## src/rtl/fetch_stage.sv

```systemverilog
// IF stage: owns the fetch PC, the IF/ID register and EPC.
// Redirects come from DECODE and are applied with a single flush bubble.
module fetch_stage #(
  parameter logic [31:0] RESET_PC   = 32'h0000_0000,
  parameter logic [31:0] EXC_VECTOR = 32'h0000_0080,
  parameter logic [31:0] NOP_INSTR  = 32'h0000_0000
) (
  input  logic        clk,
  input  logic        rst,
  input  logic        stall,
  input  logic        stop,
  input  logic        JBEQ,
  input  logic        J,
  input  logic        JAL,
  input  logic        JR,
  input  logic        RFE,
  input  logic        wrongInst,
  input  logic [31:0] jr_target,
  input  logic [31:0] imem_rdata,
  output logic [31:0] imem_addr,
  output logic [31:0] instr_D,
  output logic [31:0] pc_D,
  output logic [31:0] pc4_D,
  output logic        valid_D,
  output logic [31:0] epc,
  output logic        exc_taken
);

  logic [31:0] r_pc_f;
  logic [31:0] r_instr_d;
  logic [31:0] r_pc_d;
  logic        r_valid_d;
  logic [31:0] r_epc;
  logic        r_exc;

  logic [31:0] w_pc4;
  logic [31:0] w_br;
  logic [31:0] w_jmp;
  logic        w_go;
  logic        w_exc;
  logic        w_rfe;
  logic        w_jr;
  logic        w_jmp_sel;
  logic        w_br_sel;
  logic        w_seq;

  logic [31:0] w_pc_f_n;
  logic [31:0] w_instr_n;
  logic [31:0] w_pc_d_n;
  logic        w_valid_n;
  logic [31:0] w_epc_n;
  logic        w_exc_n;

  assign w_pc4 = r_pc_d + 32'd4;
  assign w_br  = w_pc4
               + {{14{r_instr_d[15]}}, r_instr_d[15:0], 2'b00};
  assign w_jmp = {w_pc4[31:28], r_instr_d[25:0], 2'b00};

  // One-hot selects; flags only count when IF/ID holds a real fetch
  assign w_go      = ~stop & ~stall;
  assign w_exc     = w_go & r_valid_d & wrongInst;
  assign w_rfe     = w_go & r_valid_d & ~wrongInst & RFE;
  assign w_jr      = w_go & r_valid_d & ~wrongInst & ~RFE & JR;
  assign w_jmp_sel = w_go & r_valid_d & ~wrongInst & ~RFE & ~JR
                   & (J | JAL);
  assign w_br_sel  = w_go & r_valid_d & ~wrongInst & ~RFE & ~JR
                   & ~J & ~JAL & JBEQ;
  assign w_seq     = w_go & ~w_exc & ~w_rfe & ~w_jr
                   & ~w_jmp_sel & ~w_br_sel;

  always_comb begin
    w_pc_f_n  = r_pc_f;
    w_instr_n = r_instr_d;
    w_pc_d_n  = r_pc_d;
    w_valid_n = r_valid_d;
    w_epc_n   = r_epc;
    w_exc_n   = 1'b0;
    if (w_exc | w_rfe | w_jr | w_jmp_sel | w_br_sel) begin
      w_instr_n = NOP_INSTR;
      w_pc_d_n  = 32'd0;
      w_valid_n = 1'b0;
    end
    unique case (1'b1)
      w_exc: begin
        w_epc_n  = r_pc_d;
        w_pc_f_n = EXC_VECTOR;
        w_exc_n  = 1'b1;
      end
      w_rfe:     w_pc_f_n = r_epc;
      w_jr:      w_pc_f_n = jr_target;
      w_jmp_sel: w_pc_f_n = w_jmp;
      w_br_sel:  w_pc_f_n = w_br;
      w_seq: begin
        w_pc_f_n  = r_pc_f + 32'd4;
        w_instr_n = imem_rdata;
        w_pc_d_n  = r_pc_f;
        w_valid_n = 1'b1;
      end
      default: ;
    endcase
  end

  always_ff @(posedge clk or negedge rst) begin
    if (!rst) begin
      r_pc_f    <= RESET_PC;
      r_instr_d <= NOP_INSTR;
      r_pc_d    <= 32'd0;
      r_valid_d <= 1'b0;
      r_epc     <= 32'd0;
      r_exc     <= 1'b0;
    end else begin
      r_pc_f    <= w_pc_f_n;
      r_instr_d <= w_instr_n;
      r_pc_d    <= w_pc_d_n;
      r_valid_d <= w_valid_n;
      r_epc     <= w_epc_n;
      r_exc     <= w_exc_n;
    end
  end

  assign imem_addr = r_pc_f;
  assign instr_D   = r_instr_d;
  assign pc_D      = r_pc_d;
  assign pc4_D     = w_pc4;
  assign valid_D   = r_valid_d;
  assign epc       = r_epc;
  assign exc_taken = r_exc;

endmodule

```

## config.mk

```make
export PLATFORM = sky130hd
export DESIGN_NAME = fetch_stage
export DESIGN_NICKNAME = d
export VERILOG_FILES = /design/src/rtl/fetch_stage.sv
export SDC_FILE = /design/constraint.sdc
export NUM_CORES = 1
export LEC_CHECK = 0
export CORE_UTILIZATION = 50
export CTS_BUF_LIST = sky130_fd_sc_hd__clkbuf_4
export CTS_CLUSTER_SIZE = 30
export DETAILED_ROUTE_END_ITERATION = 16
export PLACE_DENSITY = 0.9
export SLEW_MARGIN = 20
export SYNTH_ARGS = -nofsm -noshare
export SYNTH_HDL_FRONTEND = slang
export SYNTH_SLANG_ARGS = --single-unit
```

## constraint.sdc

```tcl
create_clock -name clk -period 3.6 [get_ports clk]
set_input_delay 0.36 -clock clk [delete_from_list [all_inputs] [get_ports clk]]
set_output_delay 0.36 -clock clk [all_outputs]
set_load 0.01 [all_outputs]
```

==> out/metrics.csv <==
stage,metric,value,unit
sta,skew,21.2,ps
placed_design,gp_congestion,0.929,
final_layout,mostFrequentLayoutCell,clkdlybuf4s50_1,
synth,netlist_area,0.00800,mm²
grt,grt_pass1_wl,41400,µm
sta,slew_headroom,0.337,
final_layout,num_antenna_cells,0,
synth,synth-async-reset-ratio,1.00,
placed_design,dp.final_hpwl,18900,µm
grt,grt_max_degree,107,
hold_path,hold_depth,2,
pwr,ir_drop,0.289,mV
route,post_drt_wl_per_cell,20.5,µm
cts,cts_buffers,17,
sta,min_period_over_period,0.950,
pwr,p_leak,4.77,nW
floorplanning,coreArea,0.0154,mm²
sta,finalWorstSetupSlack,179,ps
hold_path,hold_class,input pin to flop,
synth,synth_edf_count,0,
synth,yosys.cell_types.count,59,
final_layout,final_cell_mix,"clkdlybuf4s50_1 (234), dfrtp_1 (127), nand2_1 (73)",
sta,period_minus_slack,3420,ps
cts,clk_path_buf_depth,2,
cts,clockRootBuffer,clkbuf_4,
synth,synthFlopType,dfrtp_1,
floorplanning,rows,45,
sta,slew_violations,0,
sta,fmax,292,MHz
synth,avgSynthCellArea,9.77,µm²
synth,ys_warn_count,0,
grt,grtUsageTotal,0.323,
route,drt_wl_total,26100,µm
cts,htree_levels,4,
final_layout,fin_cells,1273,
synth,ys_seq_area_frac,0.407,
route,first_pass_iters,7,
synth,ys_seq_elements,130,
floorplanning,die_height,128,µm
worst_setup_path,cp_max_fo,5,
placed_design,dpl_cell_area,0.0106,mm²
grt,grt_pass1_vias,7824,
route,drc,0,
worst_setup_path,cp-end-kind,flop,
grt,antenna_found_initial,0,
floorplanning,floorplan.initialDensity,0.519,
worst_setup_path,required,4060,ps
worst_setup_path,critical_path_class,flop to flop,
final_layout,fin_util,0.709,
final_layout,finish.instance_area,0.0109,mm²
sta,hold_viol,0,
placed_design,dp_cells,1240,
route,vias_per_cell,6.18,
sta,tightest_slew,994,ps
route,antenna_left,0,
worst_setup_path,arrival,3880,ps
synth,synth_nets,929,
sta,rsz0062_at_grt,true,
sta,setup_violations,0,
cts,cts_tree,yes,
grt,grt-ovfl-total,0,
sta,final.setup.tns,0,ps
floorplanning,dieWidth,128,µm
cts,cts_sinks,130,
run,maxCapViolCount,0,
route,dr_total_vias,7870,
outcome,status,"complete, no violations",
final_layout,drive_above_1_share,0.107,
worst_setup_path,start_kind,flop,
placed_design,io_buffers,235,
worst_setup_path,r2r_cells,12,
floorplanning,top_level_ports,236,
route,drt_iter0_drc,662,
floorplanning,design.die.area,0.0165,mm²
final_layout,syn2layout_area_growth,36.8,%
pwr,cellPowerDensity,528,mW/mm²
final_layout,layout.nets,1161,
cts,clk_latency,560,ps
synth,synthCells,819,
placed_design,place_ws,53.9,ps
cts,clk_pin_slew,120,ps
[power by group]
| part | switching (mW) | leakage (nW) | internal (mW) |
|---|---|---|---|
| clock network | 0.560 | 0.134 | 0.402 |
| logic | 1.16 | 2.90 | 1.40 |
| registers | 0.474 | 1.73 | 1.78 |
[registers in the layout (all words and copies together) (netlist names)]
name / cells
exc_taken: 1
pc_D: 32
imem_addr: 32
instr_D: 32
valid_D: 1
epc: 32
[critical path, cell delays in order, from the launching register on]
cell and delay [ps]:
dfrtp_1 370, ha_1 230, nand3_1 120, xnor2_1 310
ha_1 350, and2_1 200, a221oi_2 280, nand3_1 190
a22o_1 260, o31ai_4 380, o221a_2 280, nor4b_1 50
a211o_1 290
[cell families (layout without fill, tap and decap cells)]
family	count (synthesis)	in the layout	share of synthesized area
compound gates	265	265	0.235
simple gates	208	208	0.131
flops	130	130	0.407
xor+xnor	78	78	0.0863
buf+inv	66	309	0.0333
fa+ha+maj	36	36	0.0572
mux	36	36	0.0502
[cell type report]
cell class | instances | area [µm²]
Clock buffer | 18 | 135
Clock inverter | 12 | 119
Fill cell | 1154 | 4480
Inverter | 15 | 56.3
Multi-Input combinational cell | 623 | 4530
Sequential cell | 130 | 3260
Tap cell | 211 | 264
Timing Repair Buffer | 264 | 2590
[Yosys cell counts (3+ instances only)]
| master | instances | area, µm² |
|---|---|---|
| dfrtp_1 | 130 | 3250 |
| nand2_1 | 73 | 274 |
| a22o_1 | 63 | 552 |
| a21oi_1 | 50 | 250 |
| a22oi_1 | 47 | 353 |
| o21ai_0 | 46 | 230 |
| xnor2_1 | 45 | 394 |
| clkbuf_1 | 41 | 154 |
| nor2_1 | 36 | 135 |
| ha_1 | 35 | 438 |
| nand3_1 | 35 | 175 |
| mux2_2 | 33 | 372 |
| xor2_1 | 32 | 280 |
| inv_1 | 15 | 56.3 |
| nand4_1 | 14 | 87.6 |
| a21o_1 | 11 | 82.6 |
| and3_1 | 11 | 68.8 |
| and4_1 | 7 | 61.3 |
| a211oi_1 | 6 | 45.0 |
| a222oi_1 | 6 | 60.1 |
| buf_2 | 6 | 30.0 |
| nor2b_1 | 6 | 37.5 |
| nor3_1 | 6 | 30.0 |
| a221oi_1 | 5 | 43.8 |
| o211ai_1 | 5 | 37.5 |
| o211a_1 | 4 | 40.0 |
| o21ai_1 | 4 | 20.0 |
| and2_1 | 3 | 18.8 |
| buf_4 | 3 | 22.5 |
| mux2i_1 | 3 | 30.0 |
| o31ai_1 | 3 | 22.5 |
[worst paths after layout]
| check | startpoint | to | slack [ps] |
|---|---|---|---|
| worst max-delay path | pc_D[3]$_DFFE_PN0P_ | imem_addr[30]$_DFFE_PN0N_ | 180 |
| worst min-delay path | imem_rdata[6] | instr_D[6]$_DFFE_PN0P_ | 390 |
| worst max register to register | pc_D[3]$_DFFE_PN0P_ | imem_addr[30]$_DFFE_PN0N_ | 180 |
| worst min register to register | instr_D[26]$_DFFE_PN0P_ | instr_D[26]$_DFFE_PN0P_ | 520 |
| max in group asynchronous | rst | imem_addr[14]$_DFFE_PN0N_ | 2300 |
| min in group asynchronous | rst | instr_D[27]$_DFFE_PN0P_ | 510 |
[what timing repair did]
item,in CTS,in global routing
resized for setup,0,12
hold buffers,1,0
setup buffers,0,2
setup endpoints to repair,0,14
endpoints found under the hold margin,99,0
[routing by layer]
layer  wire, µm  global-route usage
met5          0                   0
met4        609               0.114
met3       2080              0.0715
met2      12600               0.544
met1      10800               0.410
[stage by stage]
| step | power [mW] | hold slack (ps) |
|---|---|---|
| after floorplan | 3.42 | 64.4 |
| after global placement | 4.72 | 486 |
| after detailed placement | 4.77 | 493 |
| after CTS | 5.74 | 371 |
| after global routing | 6.10 | 362 |
| final | 5.77 | 392 |
(Power assumes the default switching activity.)
